<file path="src/rtl/cpu_mmu_csr_ctl.sv">
// +------------------------------------------------------------------------+
// | cpu_mmu_csr_ctl                                                        |
// | Cache status register control: enable bit and 1024-entry tag sweep.    |
// | Rev 1.0                                                                |
// +------------------------------------------------------------------------+
`default_nettype none

module cpu_mmu_csr_ctl (
  input  logic       sysclk,
  input  logic       sys_rst_n,
  input  logic       LCSR_n,
  input  logic [1:0] IDB_IN,
  input  logic       CUP_STRAP,
  input  logic       CBUSY,
  output logic       CUP,
  output logic       CON,
  output logic       STP,
  output logic [9:0] CA,
  output logic       CWE_n,
  output logic       CCLR_DONE
);

  typedef enum logic [1:0] {
    ST_IDLE  = 2'd0,
    ST_CLEAR = 2'd1,
    ST_DONE  = 2'd2
  } state_t;

  localparam logic [9:0] c_LAST_ADDR = 10'd1023;

  state_t     r_state;
  state_t     w_state_nxt;
  logic [9:0] r_cnt;
  logic [9:0] w_cnt_nxt;
  logic       r_con;
  logic       w_stp;
  logic       w_clr_req;

  assign w_clr_req = ~LCSR_n & IDB_IN[1] & CUP_STRAP;

  always_ff @(posedge sysclk or negedge sys_rst_n) begin
    if (!sys_rst_n) begin
      r_state <= ST_IDLE;
      r_cnt   <= 10'd0;
      r_con   <= 1'b0;
    end else begin
      r_state <= w_state_nxt;
      r_cnt   <= w_cnt_nxt;
      if (!LCSR_n) begin
        r_con <= IDB_IN[0];
      end
    end
  end

  always_comb begin
    w_state_nxt = r_state;
    w_cnt_nxt   = r_cnt;
    w_stp       = 1'b0;
    CA          = 10'd0;
    CWE_n       = 1'b1;
    CCLR_DONE   = 1'b0;
    case (r_state)
      ST_IDLE: begin
        if (w_clr_req) begin
          w_state_nxt = ST_CLEAR;
          w_cnt_nxt   = 10'd0;
        end
      end
      ST_CLEAR: begin
        w_stp = 1'b1;
        CA    = r_cnt;
        CWE_n = CBUSY;
        // A busy cache RAM stalls the sweep in place, including on the last address.
        if (!CBUSY) begin
          w_cnt_nxt = r_cnt + 10'd1;
          if (r_cnt == c_LAST_ADDR) begin
            w_state_nxt = ST_DONE;
          end
        end
      end
      ST_DONE: begin
        CCLR_DONE   = 1'b1;
        w_state_nxt = ST_IDLE;
      end
      default: begin
        w_state_nxt = ST_IDLE;
      end
    endcase
  end

  assign STP = w_stp;
  assign CUP = CUP_STRAP;
  assign CON = r_con & CUP_STRAP & ~w_stp;

endmodule

`default_nettype wire

</file>
<file path="config.mk">
export PLATFORM = sky130hd
export DESIGN_NAME = cpu_mmu_csr_ctl
export DESIGN_NICKNAME = d
export VERILOG_FILES = /design/src/rtl/cpu_mmu_csr_ctl.sv
export SDC_FILE = /design/constraint.sdc
export NUM_CORES = 1
export LEC_CHECK = 0
export ABC_AREA = 1
export CORE_MARGIN = 4
export CORE_UTILIZATION = 35
export DETAILED_ROUTE_END_ITERATION = 8
export MAX_ROUTING_LAYER = met4
export RECOVER_POWER = 100
export SYNTH_ARGS = -nofsm -noshare
export SYNTH_HDL_FRONTEND = slang
export SYNTH_SLANG_ARGS = --single-unit
</file>
<file path="constraint.sdc">
create_clock -name sysclk -period 2.6 [get_ports sysclk]
set_input_delay 0.39 -clock sysclk [delete_from_list [all_inputs] [get_ports sysclk]]
set_output_delay 0.39 -clock sysclk [all_outputs]
set_load 0.005 [all_outputs]
</file>
==> results of run 1 <==
## kinds of logic after synthesis
kind of cell,Yosys count,synth area share [%]
simple gates,68,39.60
buf+inv,26,13.49
mux,1,1.291
flops,13,37.30
compound gates,10,6.887
fa+ha+maj,1,1.434
## layout by cell type (no fill, tap or decap)
| cell | instances |
|---|---|
| nand4_1 | 4 |
| nand3_2 | 1 |
| ha_1 | 1 |
| nor2_1 | 22 |
| dfrtp_1 | 13 |
| inv_6 | 1 |
| nand4_2 | 1 |
| clkbuf_4 | 3 |
| nor3_2 | 1 |
| o21ai_0 | 5 |
| nand3_1 | 8 |
| inv_1 | 22 |
| nand2_4 | 2 |
| mux2_2 | 1 |
| o31ai_1 | 1 |
| nor2_2 | 2 |
| clkbuf_1 | 1 |
| nand2_1 | 22 |
| nor3_1 | 5 |
| dlygate4sd3_1 | 16 |
| a21oi_1 | 2 |
| clkdlybuf4s50_1 | 5 |
| a21oi_2 | 2 |
## cell type report
class / instances / area, um2 / area share (%)
Tap cell: 28 / 35.03 / 3.200
Inverter: 23 / 91.34 / 8.343
Clock buffer: 4 / 26.28 / 2.400
Sequential cell: 13 / 325.3 / 29.71
Timing Repair Buffer: 21 / 210.2 / 19.20
Multi-Input combinational cell: 80 / 406.6 / 37.14
## state kept, by name, summed over array words and instances (netlist names)
| register | count |
|---|---|
| r_cnt | 10 |
| r_state | 2 |
| r_con | 1 |
## per-stage QoR
step | hold slack [ps] | instance area (um2)
after floorplan | 94.41 | 872.1
after global placement | 492.5 | 1091
after detailed placement | 498.4 | 1091
after CTS | 512.3 | 1117
after global routing | 545.7 | 1095
final | 512.3 | 1095
## power groups by stage
stage,combinational (W),sequential [W],clock [W]
2_1_floorplan,0.000191,0.000296,0
3_3_place_gp,0.000321,0.000308,0
3_5_place_dp,0.000324,0.000308,0
4_1_cts,0.000326,0.000304,0.000129
5_1_grt,0.000333,0.000314,0.000139
6_report,0.000294,0.000304,0.000123
## metal layers
metal  global-route usage (%)  vias up  wire length (um)
li1                         -      415                 -
met1                    15.44      360               884
met2                    20.32       21               910
met3                    5.122        2               120
met4                   0.9934        0                 7
met5                        -        -                 0
## critical path: stages (launching register included)
cell and delay, ps:
dfrtp_1 390, inv_1 110, nand2_4 140, inv_6 120, nand2_4 70, dlygate4sd3_1 570
## worst max-delay path by stage
stage	startpoint	to	slack (ps)	depth (start not counted)
2_1_floorplan	r_cnt[0]$_DFFE_PN0P_	r_cnt[8]$_DFFE_PN0P_	1340	6
3_3_place_gp	CBUSY	CWE_n	630	4
3_5_place_dp	CBUSY	CWE_n	640	4
4_1_cts	r_state[1]$_DFFE_PN0P_	CA[4]	610	4
5_1_grt	LCSR_n	r_cnt[9]$_DFFE_PN0P_	430	8
6_report	r_state[1]$_DFFE_PN0P_	CWE_n	530	5
==> impl_metrics.json, run 1 <==
{
  "tightest_slew_ps": 594.1,
  "clk_path_buf_depth": 2,
  "swShare_pct": 37.92,
  "fillCellCount": 246,
  "cts-root-buf": "clkbuf_4",
  "yosys_warnings": 0,
  "p_comb_share_pct": 40.7,
  "htreeDepth": 1,
  "hold_viol": 0,
  "pwr-share-seq_pct": 42.1,
  "postCtsSetupBuffers": 0,
  "cts_inserted_buffers": 3,
  "dieArea_um2": 3354,
  "fp.dieW_um": 57.92,
  "core-area_um2": 2297,
  "clock-sinks": 13,
  "finClkSkew_ps": 2.851,
  "r2r_start": "r_state[0]$_DFFE_PN0P_",
  "fmax_mhz": 482.5,
  "min_to": "r_con$_DFFE_PN0N_",
  "drt-initial-drc-count": 15,
  "drive_above_1_share_pct": 9.929,
  "min_delay_path_depth": 1,
  "startpoint_type": "flop",
  "worstSetupEndpointType": "primary output",
  "cp.arrival_ps": 1680,
  "dr_total_vias": 798,
  "ant_nets": 0,
  "holdCritPathClass": "flop to flop",
  "crit_required_ps": 2210,
  "area.growth.synth_to_final_pct": 25.54,
  "grt_max_degree": 14,
  "via_per_inst": 4.722,
  "cts-resized-gates": 0,
  "grt_pass1_vias": 728,
  "clk_latency_ps": 270,
  "cts_hold_buffers": 0,
  "dpl.hpwl_um": 1474,
  "start_util_pct": 37.96,
  "status": "finished clean",
  "synthCells": 119,
  "min_period_ps": 2072,
  "portBuffers": 21,
  "tritoncts": "built",
  "post-place-cells": 165,
  "avgSynthCellArea_um2": 7.328,
  "synth_edf_count": 0,
  "synthTopCellsByCount": "inv_1, nand2_1, nor2_1, dfrtp_1, nand3_1",
  "synthesis.area_um2": 872.1,
  "setup_violations": 0,
  "ff2ff_path_depth": 7,
  "drtPass1Iterations": 4,
  "clk_pin_slew_ps": 80,
  "ios": 22,
  "period_share_pct": 79.71,
  "yosys-top-cells-area": "dfrtp_1, inv_1, nand2_1, nor2_1, nand3_1",
  "synth.largest_area_cell": "dfrtp_1",
  "cp_max_fo": 13,
  "totalWireLength_um": 1923,
  "p_per_area_nw_per_um2": 658.3,
  "antennaDiodeCount": 0,
  "maxCapViolCount": 0,
  "grt_pass1_wl_um": 3215,
  "async_flop_share_pct": 100.0,
  "synth_nets": 127,
  "slew_headroom_pct": 60.26,
  "num_rows": 17,
  "antenna_found_initial": 0,
  "wl_per_cell_um": 11.38,
  "seq_area_frac_synth_pct": 37.30,
  "die_h_um": 57.92,
  "synth-main-ff-cell": "dfrtp_1",
  "fin_util_pct": 47.66,
  "setup_ws_ps": 527.6,
  "timing.rr.end": "r_cnt[5]$_DFFE_PN0P_",
  "r2r_slack_ps": 860,
  "ys_seq_elements": 13,
  "rsz0062_at_grt": "no",
  "p_switching_w": 0.0002733,
  "drcViolationCount": 0,
  "synth_most_common_cell": "inv_1",
  "routabilityCongestion": 0.7884,
  "finalPower_w": 0.0007207,
  "overflow": 0,
  "synth.top_cell.area_share_pct": 37.30,
  "maxSlewViolCount": 0,
  "final_nets": 150,
  "hold_path_startpoint": "r_con$_DFFE_PN0N_",
  "finalNonFillerCells": 169,
  "criticalPathCategory": "flop to primary output",
  "leakage_nw": 0.5815,
  "ys_types": 24,
  "grt_usage_pct": 12.60,
  "setup_tns_ps": 0,
  "dp_slack_ps": 636.1,
  "internal-power_w": 0.0004474,
  "clockPowerShare_pct": 17.1,
  "vdd_drop_max_uv": 367.9
}
(Power assumes the default switching activity.)
==> run 2: changes to the inputs <==
Clock period 2.6 ns to 1.9 ns, I/O delays scaled along.
==> run 2 against run 1 <==
  * Worst hold slack worse by 68 ps
  * Combinational power grew 49%
  * Routed wire length increased by 8.1%
==> impl_metrics.json, run 2 (synthesis gave the netlist of run 1 again) <==
{
  "finClkSkew_ps": 5.205,
  "reg.largest.list": "r_cnt (10), r_state (2), r_con (1)",
  "p_per_area_nw_per_um2": 930.3,
  "fmax_mhz": 548.7,
  "hold_ws_ps": 444.1,
  "start_util_pct": 37.96,
  "cp_max_fo": 7,
  "largest_reg_flops": 10,
  "min_period_ps": 1822,
  "critPathBufInv": 2,
  "clk_path_buf_depth": 2,
  "cp.arrival_ps": 1540,
  "cpMostUsedCell": "nand2_4",
  "top_register": "r_cnt",
  "htreeDepth": 1,
  "crit_path_max_incr_delay_ps": 510,
  "drive_above_1_share_pct": 12.50,
  "antennaDiodeCount": 0,
  "clk_pin_slew_ps": 90,
  "maxSlewViolCount": 0,
  "dieArea_um2": 3354,
  "cts_inserted_buffers": 3,
  "r2r_start": "r_state[0]$_DFFE_PN0P_",
  "drt-initial-drc-count": 28,
  "setup_tns_ps": 0,
  "internal-power_w": 0.0006409,
  "post-place-cells": 166,
  "cts-root-buf": "clkbuf_4",
  "slowest_stage": "clkdlybuf4s50_1",
  "pwr-share-seq_pct": 40.7,
  "leakage_nw": 0.5634,
  "swShare_pct": 38.48,
  "setup_violations": 0,
  "tightest_slew_ps": 599.3,
  "vdd_drop_max_uv": 613.6,
  "critical-path-top-delay-family": "buffers and inverters",
  "clk_latency_ps": 280,
  "ff2ff_path_depth": 8,
  "core-area_um2": 2297,
  "status": "finished clean",
  "grt_max_degree": 14,
  "met3WireLength_um": 164,
  "grt_pass1_wl_um": 3463,
  "grt_usage_pct": 13.43,
  "clock-sinks": 13,
  "tritoncts": "built",
  "portBuffers": 21,
  "final_nets": 153,
  "crit_chain": "nand2_4, inv_4, nand2_4, clkdlybuf4s50_1",
  "final_cell_mix": "nor2_1, nand2_1, inv_1",
  "criticalPathCategory": "flop to primary output",
  "wl_met2_um": 969,
  "num_rows": 17,
  "p_comb_share_pct": 42.2,
  "antenna_found_initial": 0,
  "wl_met1_um": 934,
  "rsz0062_at_grt": "no",
  "startpoint": "r_state[0]$_DFFE_PN0P_",
  "crit_required_ps": 1620,
  "totalWireLength_um": 2079,
  "routabilityCongestion": 0.7709,
  "via_per_inst": 4.884,
  "period_share_pct": 95.91,
  "worstSetupEndpointType": "primary output",
  "hold_viol": 0,
  "overflow": 0,
  "holdCritPathClass": "primary input to asynchronous set/reset pin",
  "fp.dieW_um": 57.92,
  "drtPass1Iterations": 4,
  "dr_total_vias": 840,
  "die_h_um": 57.92,
  "drcViolationCount": 0,
  "ios": 22,
  "startpoint_type": "flop",
  "clockPowerShare_pct": 17.2,
  "cp.depth": 4,
  "grt_pass1_vias": 791,
  "wl_per_cell_um": 12.09,
  "dpl.hpwl_um": 1507,
  "area.growth.synth_to_final_pct": 28.41,
  "finalNonFillerCells": 172,
  "slew_headroom_pct": 59.92,
  "p_switching_w": 0.0004009,
  "top_layer": "met4",
  "cts_hold_buffers": 0,
  "fillCellCount": 234,
  "maxCapViolCount": 0,
  "ant_nets": 0,
  "r2r_slack_ps": 270
}
## run 2: through the flow
stage                     cell area [um2]  setup slack [ps]  total power [W]  utilization [%]
after floorplan                     872.1             639.6        0.0006664                -
after global placement               1099             139.9        0.0008619            47.82
after detailed placement             1099             139.1        0.0008710            47.82
after CTS                            1125             5.962         0.001052            48.97
after global routing                 1120             15.00         0.001118            48.75
final                                1120             77.62         0.001042            48.75
## run 2: final timing paths
path / to
worst max-delay path: CWE_n
worst min-delay path: r_cnt[0]$_DFFE_PN0P_
worst max register to register: r_cnt[9]$_DFFE_PN0P_
worst min register to register: r_con$_DFFE_PN0N_
max in group asynchronous: r_state[0]$_DFFE_PN0P_
min in group sysclk: r_con$_DFFE_PN0N_
## run 2: layer usage
metal,global-route usage (%),vias to the layer above
met1,17.53,388
met4,3.974,0
met2,20.97,28
met3,2.673,2
met5,-,-
li1,-,422
## run 2: timing repair
action                     in CTS  in global routing
setup endpoints to repair       1                 13
pin swaps                       1                  1
hold endpoints to repair        0                  0
gates resized for setup         0                  2
gates cloned                    0                  1
buffers inserted                0                  1
## run 2: power groups by stage
stage / combinational [W] / sequential (W) / clock (W)
detailed placement: 0.000446 / 0.000425 / 0
floorplan: 0.000262 / 0.000405 / 0
CTS: 0.000448 / 0.000419 / 0.000184
global placement: 0.000440 / 0.000422 / 0
finish: 0.000439 / 0.000424 / 0.000179
global route: 0.000495 / 0.000433 / 0.000190
## run 2: area by class of cell
class	count	area [um2]	area share, %
multi-input cells	81	421.7	37.65
flip-flops and latches	13	326.6	29.16
repair buffers	23	221.5	19.78
inverters	23	88.84	7.933
well taps	28	35.03	3.129
clock buffers	4	26.28	2.346
==> run 3: changes to the inputs <==
Settings changed: CTS_CLUSTER_DIAMETER from default to 60, DONT_BUFFER_PORTS from default to 1, SKIP_LAST_GASP from default to 1.
==> run 3 against run 2 <==
  * Count of clock-buffer cells in the layout unchanged
  * Via count down 14%
  * Maximum frequency increased by 21%
  * Largest cell class unchanged
==> impl_metrics.json, run 3 (synthesis gave the netlist of run 1 again) <==
{
  "period_share_pct": 79.12,
  "num_rows": 17,
  "wl_per_cell_um": 13.11,
  "maxCapViolCount": 0,
  "rsz0062_at_grt": "no",
  "ios": 22,
  "post-place-cells": 144,
  "top_register": "r_cnt",
  "dieArea_um2": 3354,
  "min_to": "r_con$_DFFE_PN0N_",
  "vdd_drop_max_uv": 585.4,
  "grt_pass1_vias": 755,
  "area.growth.synth_to_final_pct": 3.874,
  "htreeDepth": 1,
  "setup_ws_ps": 396.7,
  "grt_usage_pct": 14.02,
  "leakage_nw": 0.4728,
  "cp_max_fo": 13,
  "fillCellCount": 243,
  "via_per_inst": 4.872,
  "grt_pass1_wl_um": 3505,
  "totalWireLength_um": 1954,
  "setup_violations": 0,
  "fmax_mhz": 665.2,
  "tightest_slew_ps": 619.1,
  "cts-root-buf": "clkbuf_4",
  "cts_inserted_buffers": 3,
  "overflow": 0,
  "status": "finished clean",
  "hold_path_startpoint": "IDB_IN[0]",
  "criticalPathCategory": "flop to primary output",
  "antenna_found_initial": 0,
  "clk_pin_slew_ps": 80,
  "maxSlewViolCount": 0,
  "hold_viol": 0,
  "clk_path_buf_depth": 2,
  "cp.arrival_ps": 1220,
  "min_period_ps": 1503,
  "start_util_pct": 37.96,
  "p_per_area_nw_per_um2": 984.6,
  "final_cell_mix": "inv_1, nand2_1, nor2_1",
  "ff2ff_path_depth": 9,
  "r2r_slack_ps": 400,
  "grt_max_degree": 14,
  "r2r_start": "r_state[1]$_DFFE_PN0P_",
  "routabilityCongestion": 0.8831,
  "finalNonFillerCells": 149,
  "drt-initial-drc-count": 25,
  "largest_reg_flops": 10,
  "core-area_um2": 2297,
  "finClkSkew_ps": 4.069,
  "slew_headroom_pct": 58.59,
  "startpoint_type": "flop",
  "timing.rr.end": "r_cnt[5]$_DFFE_PN0P_",
  "fp.dieW_um": 57.92,
  "clock-sinks": 13,
  "drtPass1Iterations": 4,
  "die_h_um": 57.92,
  "antennaDiodeCount": 0,
  "ant_nets": 0,
  "final_nets": 130,
  "crit_required_ps": 1620,
  "dr_total_vias": 726,
  "setup_tns_ps": 0,
  "clk_latency_ps": 280,
  "cts-resized-gates": 0,
  "dp_slack_ps": 503.1,
  "tritoncts": "built",
  "portBuffers": 0,
  "min_delay_path_depth": 1,
  "reg.largest.list": "r_cnt (10), r_state (2), r_con (1)",
  "holdCritPathClass": "primary input to flop",
  "worstSetupEndpointType": "primary output",
  "drcViolationCount": 0,
  "drive_above_1_share_pct": 12.40,
  "dpl.hpwl_um": 1468,
  "finalPower_w": 0.0008920
}
run 3: critical path, stage by stage (launching register included):
cell	delay [ps]
dfrtp_1	390
inv_1	110
nand2_4	140
inv_6	110
nand2_1	180
run 3: worst max-delay path by stage:
stage                     slack, ps              endpoint                   start
after floorplan                 640  r_cnt[8]$_DFFE_PN0P_    r_cnt[0]$_DFFE_PN0P_
after global placement          540  r_cnt[8]$_DFFE_PN0P_    r_cnt[0]$_DFFE_PN0P_
after detailed placement        500  r_cnt[8]$_DFFE_PN0P_    r_cnt[0]$_DFFE_PN0P_
after CTS                       470                 CWE_n  r_state[1]$_DFFE_PN0P_
after global routing            240  r_cnt[9]$_DFFE_PN0P_  r_state[1]$_DFFE_PN0P_
final                           400                 CWE_n  r_state[1]$_DFFE_PN0P_
run 3: through the flow:
step                      utilization, %  instance area [um2]  hold slack (ps)
after detailed placement           38.34                880.8           -10.25
after floorplan                        -                872.1           -10.59
after global placement             38.34                880.8           -10.23
after CTS                          39.92                917.1            158.4
final                              39.43                905.9            160.0
after global routing               39.43                905.9            141.0
run 3: cell type report:
class / instances / area (um2) / share of cell area [%]
clock buffer: 4 / 26.28 / 2.901
inverter: 23 / 91.34 / 10.08
multi-input combinational: 80 / 417.9 / 46.13
sequential: 13 / 325.3 / 35.91
tap: 28 / 35.03 / 3.867
timing repair buffer: 1 / 10.01 / 1.105
run 3: where the power goes:
part	total, W	switching (W)	internal [W]	leakage, nW
clock	0.000178	0.0000966	0.0000815	0.0150
combinational	0.000299	0.000203	0.0000952	0.291
sequential	0.000415	0.0000714	0.000344	0.167
run 3: repair_timing:
action / CTS / global route
setup buffers: 0 / 0
setup endpoints to repair: 0 / 0
hold endpoints to repair: 13 / 0
hold buffers: 1 / 0
run 3: metal layers:
| layer | share of wire [%] | vias up | GRT usage [%] |
|---|---|---|---|
| li1 | - | 375 | - |
| met1 | 45 | 327 | 16.89 |
| met2 | 46 | 22 | 21.29 |
| met3 | 7.4 | 2 | 5.345 |
| met4 | 1.2 | 0 | 4.967 |
| met5 | 0 | - | - |
